### config.mk
export PLATFORM = sky130hd
export DESIGN_NAME = pgm_sdram_arbiter
export DESIGN_NICKNAME = d
export VERILOG_FILES = /design/src/rtl/pgm_sdram_arbiter.sv
export SDC_FILE = /design/constraint.sdc
export NUM_CORES = 1
export LEC_CHECK = 0
export BUFFER_PORTS_ARGS = -buffer_cell sky130_fd_sc_hd__buf_2
export CELL_PAD_IN_SITES_DETAIL_PLACEMENT = 1
export CELL_PAD_IN_SITES_GLOBAL_PLACEMENT = 1
export CORE_ASPECT_RATIO = 1.1
export CORE_UTILIZATION = 35
export DETAILED_ROUTE_END_ITERATION = 16
export GPL_TIMING_DRIVEN = 0
export PLACE_DENSITY_LB_ADDON = 0.1
export RECOVER_POWER = 25
export SLEW_MARGIN = 15
export SYNTH_ARGS = -nofsm -noshare
export SYNTH_HDL_FRONTEND = slang
export SYNTH_SLANG_ARGS = --single-unit
### constraint.sdc
create_clock -name clk -period 1.79 [get_ports clk]
set_clock_uncertainty 0.05 [all_clocks]
set_input_delay 0.0895 -clock clk [delete_from_list [all_inputs] [get_ports clk]]
set_output_delay 0.0895 -clock clk [all_outputs]
set_load 0.05 [all_outputs]
### src/rtl/pgm_sdram_arbiter.sv
// Shares one SDRAM controller port between the ROM download writer, 68k program reads
// and graphics reads; one transaction outstanding at a time, download words buffered one deep.
module pgm_sdram_arbiter #(
    parameter int              ADDR_W    = 24,
    parameter logic [7:0]      DL_INDEX  = 8'd0,
    parameter logic [ADDR_W-1:0] DL_BASE = '0,
    parameter int              CPU_BURST = 4
) (
    input  logic              clk,
    input  logic              reset,
    input  logic              ioctl_download,
    input  logic              ioctl_wr,
    input  logic [26:0]       ioctl_addr,
    input  logic [15:0]       ioctl_dout,
    input  logic [7:0]        ioctl_index,
    output logic              ioctl_wait,
    input  logic              cpu_req,
    input  logic [ADDR_W-1:0] cpu_addr,
    output logic              cpu_ack,
    output logic [15:0]       cpu_dout,
    input  logic              gfx_req,
    input  logic [ADDR_W-1:0] gfx_addr,
    output logic              gfx_ack,
    output logic [15:0]       gfx_dout,
    output logic              sd_req,
    output logic              sd_we,
    output logic [ADDR_W-1:0] sd_addr,
    output logic [15:0]       sd_din,
    input  logic              sd_ack,
    input  logic [15:0]       sd_dout,
    output logic              dl_overflow
);

    localparam int STREAK_W = $clog2(CPU_BURST + 1);

    typedef enum logic [1:0] {IDLE, BUSY, DONE} state_t;
    typedef enum logic [1:0] {OWN_DL, OWN_CPU, OWN_GFX} owner_t;

    state_t              state;
    owner_t              owner;
    logic                dl_valid;
    logic [ADDR_W-1:0]   dl_addr;
    logic [15:0]         dl_data;
    logic [STREAK_W-1:0] streak;

    logic              capture;
    logic              drain;
    logic              gfx_forced;
    logic              grant_dl;
    logic              grant_cpu;
    logic              grant_gfx;
    logic [ADDR_W-1:0] cap_addr;
    logic              unused_addr_bits;

    // Byte address bit 0 and bits above the word range never reach the SDRAM.
    assign unused_addr_bits = ^{ioctl_addr[26:ADDR_W+1], ioctl_addr[0]};

    always_comb begin
        capture    = ioctl_wr && ioctl_download && (ioctl_index == DL_INDEX);
        drain      = (state == DONE) && (owner == OWN_DL);
        cap_addr   = DL_BASE + ioctl_addr[ADDR_W:1];
        gfx_forced = gfx_req && (streak == STREAK_W'(CPU_BURST));
        grant_dl   = (state == IDLE) && dl_valid;
        grant_cpu  = (state == IDLE) && !dl_valid && !ioctl_download
                     && cpu_req && !gfx_forced;
        grant_gfx  = (state == IDLE) && !dl_valid && !ioctl_download
                     && gfx_req && (gfx_forced || !cpu_req);
    end

    assign ioctl_wait = dl_valid;

    // A drain in the same cycle frees the slot, so the incoming word is kept.
    always_ff @(posedge clk) begin
        if (reset) begin
            dl_valid    <= 1'b0;
            dl_addr     <= '0;
            dl_data     <= '0;
            dl_overflow <= 1'b0;
        end else if (capture && (!dl_valid || drain)) begin
            dl_valid <= 1'b1;
            dl_addr  <= cap_addr;
            dl_data  <= ioctl_dout;
        end else begin
            if (capture) dl_overflow <= 1'b1;
            if (drain)   dl_valid    <= 1'b0;
        end
    end

    always_ff @(posedge clk) begin
        if (reset) begin
            state    <= IDLE;
            owner    <= OWN_DL;
            streak   <= '0;
            sd_req   <= 1'b0;
            sd_we    <= 1'b0;
            sd_addr  <= '0;
            sd_din   <= '0;
            cpu_ack  <= 1'b0;
            gfx_ack  <= 1'b0;
            cpu_dout <= '0;
            gfx_dout <= '0;
        end else begin
            cpu_ack <= 1'b0;
            gfx_ack <= 1'b0;
            case (state)
                IDLE: begin
                    if (!gfx_req || grant_gfx) streak <= '0;
                    else if (grant_cpu)        streak <= streak + 1'b1;

                    if (grant_dl) begin
                        owner   <= OWN_DL;
                        sd_we   <= 1'b1;
                        sd_addr <= dl_addr;
                        sd_din  <= dl_data;
                        sd_req  <= 1'b1;
                        state   <= BUSY;
                    end else if (grant_cpu) begin
                        owner   <= OWN_CPU;
                        sd_we   <= 1'b0;
                        sd_addr <= cpu_addr;
                        sd_req  <= 1'b1;
                        state   <= BUSY;
                    end else if (grant_gfx) begin
                        owner   <= OWN_GFX;
                        sd_we   <= 1'b0;
                        sd_addr <= gfx_addr;
                        sd_req  <= 1'b1;
                        state   <= BUSY;
                    end
                end
                BUSY: begin
                    // Ack is registered here so it is high exactly during DONE.
                    if (sd_ack) begin
                        sd_req <= 1'b0;
                        state  <= DONE;
                        case (owner)
                            OWN_CPU: begin
                                cpu_dout <= sd_dout;
                                cpu_ack  <= 1'b1;
                            end
                            OWN_GFX: begin
                                gfx_dout <= sd_dout;
                                gfx_ack  <= 1'b1;
                            end
                            default: ;
                        endcase
                    end
                end
                DONE:    state <= IDLE;
                default: state <= IDLE;
            endcase
        end
    end

endmodule

==> impl_results.md <==
- Status: finished with violations
- Failing checks: hold timing
- Initial antenna violation count: 1
- Seq cells post-synth: 125
- Clk sinks: 125
- CTS tree: built
- H-tree Lvls: 4
- Hold path startpoint: cpu_addr[14]
- Worst Hold Endpoint: sd_addr[14]
- Core box area: 14000 sq um
- Residual DRC: 0
- Vias: 5541
- Grt total ovfl: 0
- Fmax: 568 MHz
- Antenna-violating nets left: 0
- Cell Rows: 45
- DP Area: 6260 sq um
- DP Cell Count: 976
- Synth Instances: 593
- Crit path cell chain: nor4_4 > and3_4 > buf_8 > buf_12 > mux2i_2 > o21ai_1
- Total chip power: 7280 uW
- Die height: 128 um
- # IOs: 200
- Max IR drop VDD: 0.000523 V
- CTS root buffer: clkbuf_16
- Layout cells sized above 1: 30.0%
- Most common library cell in the layout ignoring fill and taps: nand2_1
- Commonest non-fill, non-tap cells in the layout: nand2_1, buf_2, dfxtp_1, a21oi_1, dlygate4sd3_1
- Reg2reg start: ioctl_wait
- Slew of the pin with the lowest slew margin: 0.855 ns
- Initial Util: 36.2%
- Drt via density: 5.01
- Worst Path Buf+Inv: 2
- Post-synth cell types: 41
- Worst EP required: 2.04 ns
- Top delay family on crit path: simple AND/OR/NAND/NOR gates
- 1st-pass router iterations: 4
- Setup WS pre-CTS: -0.226 ns
- WP data arrival: 2.01 ns
- Post-Route WL: 19.4 mm
- Max-cap violations: 0
- Clock Tree Buf Depth: 2
- Worst-path clk slew: 0.05 ns
- Synth Area per Inst: 8.51 sq um
- Yosys top cell area share: 49.6%
- Die width: 117 um
- CTS Buf Count: 17
- Setup ws final: 0.0296 ns
- Yosys warns: 0
- Final #Nets: 1029
- Worst Path Max Fanout: 10
- Worst slew margin: 42.5%
- CP startpoint kind: flop
- Hold Path Depth: 3
- CP peak stage delay: 0.38 ns
- DR WL/cell: 17.6 um
- Area contributors post-synth: dfxtp_1, nand2_1, a21oi_1
- Die area: 14900 sq um
- Fin cells: 1105
- Cells on worst reg2reg path: 6
- GRT Total Usage: 26.3%
- P&R area growth vs syn: 56.9%
- R2r setup slk: 0.03 ns
- Worst r2r dst: sd_addr[23]
- Hold Path Class: primary input to flop
- Fill cells: 1712
- Power per Cell Area: 919 nW/um^2
- Initial drt markers: 203
- Final period util: 98.3%
- Clk_lat worst skew: 0.41 ns
- Hold slack: -0.00326 ns
- # setup viols final: 0
- Vias in the first global route: 6014
- Syn nets: 717
- Largest net degree at the start of global routing: 17
- Sequential area share after synthesis: 49.6%
- Fin crit period: 1.76 ns
- Critical path class: flop to flop
- Final Hold Fails: 1
- Final instance area: 7920 sq um
- Synth Cell Area: 5050 sq um
- Critical path endpoint category: flop
- Worst path slowest cell: dfxtp_4
- Slew Viols, Final: 0
- First-pass GRT wire length: 29.8 mm
- Largest area contributor in the netlist: dfxtp_1
- Routability congestion estimate from global placement: 0.796
- Post-DP HPWL: 12.6 mm
- Leak: 0.00314 uW
- PortBufs: 195
[synth_stat cells (all sizes together)]
master,n
o2111ai,1
a221oi,23
mux2i,1
clkbuf,20
nand3,28
and4b,1
nand3b,1
nand4b,1
a32oi,1
o2111a,1
o21ba,1
a21oi,97
nand2b,3
nor3,3
and2,1
dfxtp,125
and4bb,1
nor4,3
ha,2
o21ai,5
or2,2
o21a,3
inv,4
a211oi,23
nand2,182
nor2,31
nor4b,1
or3b,1
and3,2
buf,25
[worst reg2reg max path, stage by stage, from the launching register on]
cell	delay [ns]
dfxtp_4	0.38
nor4_4	0.34
and3_4	0.24
buf_8	0.14
buf_12	0.16
mux2i_2	0.25
o21ai_1	0.09
[registers in the layout (all words and copies together) (netlist names), 3 cells and up]
name / cells
sd_addr: 24
streak: 3
cpu_dout: 16
sd_din: 16
gfx_dout: 16
dl_addr: 24
dl_data: 16
[per-stage QoR]
stage	setup TNS, ns	utilization (%)
2_1_floorplan	0	-
3_3_place_gp	-2.44	44.8
3_5_place_dp	-5.81	44.8
4_1_cts	-0.0345	56.2
5_1_grt	-0.0120	56.7
6_report	0	56.7
[worst max-delay path by stage]
stage | startpoint | to | slack (ns) | depth (start not counted)
after detailed placement | state[0] | sd_addr[18] | -0.23 | 5
after global routing | ioctl_wait | sd_addr[23] | -0.01 | 6
after global placement | state[0] | sd_addr[16] | -0.18 | 5
after floorplan | ioctl_wait | sd_addr[23] | 0.12 | 6
after CTS | streak[0] | sd_addr[18] | -0.02 | 8
final | ioctl_wait | sd_addr[23] | 0.03 | 6
[metal layers]
metal	GRT usage [%]	up-vias	wire (um)
met5	0	-	0
met4	11.9	0	513
met3	6.48	46	1050
met2	48.4	171	10100
met1	27.8	2656	7750
li1	-	2668	-
[final cells by class]
cell class | count | area (sq um) | share of cell area [%]
Antenna cell | 1 | 2.50 | 0.0316
Buffer | 45 | 270 | 3.41
Clock buffer | 22 | 484 | 6.11
Clock inverter | 8 | 90.1 | 1.14
Inverter | 4 | 15.0 | 0.190
Multi-Input combinational cell | 419 | 2430 | 30.7
Sequential cell | 125 | 2510 | 31.7
Tap cell | 188 | 235 | 2.97
Timing Repair Buffer | 293 | 1880 | 23.7
[cell families after synthesis]
kind of cell	count (synthesis)	synth area share (%)
AO/OA/AOI/OAI	155	22.6
AND/OR/NAND/NOR	261	22.2
multiplexers	1	0.198
flip-flops	125	49.6
adder cells (fa/ha/maj)	2	0.496
buffers and inverters	49	4.93
[power by group]
part / switching, uW / internal, uW / total, uW
registers: 47.0 / 2850 / 2900
logic: 610 / 425 / 1040
clock network: 1180 / 2160 / 3340
total: 1840 / 5440 / 7280
[timing repair]
item                       CTS  global route
buffers inserted             3             4
pin swaps                    2             7
setup endpoints to repair   81            71
hold endpoints to repair   102             0
hold buffers                91             0
gates resized for setup     15            26
(Power assumes the default switching activity.)
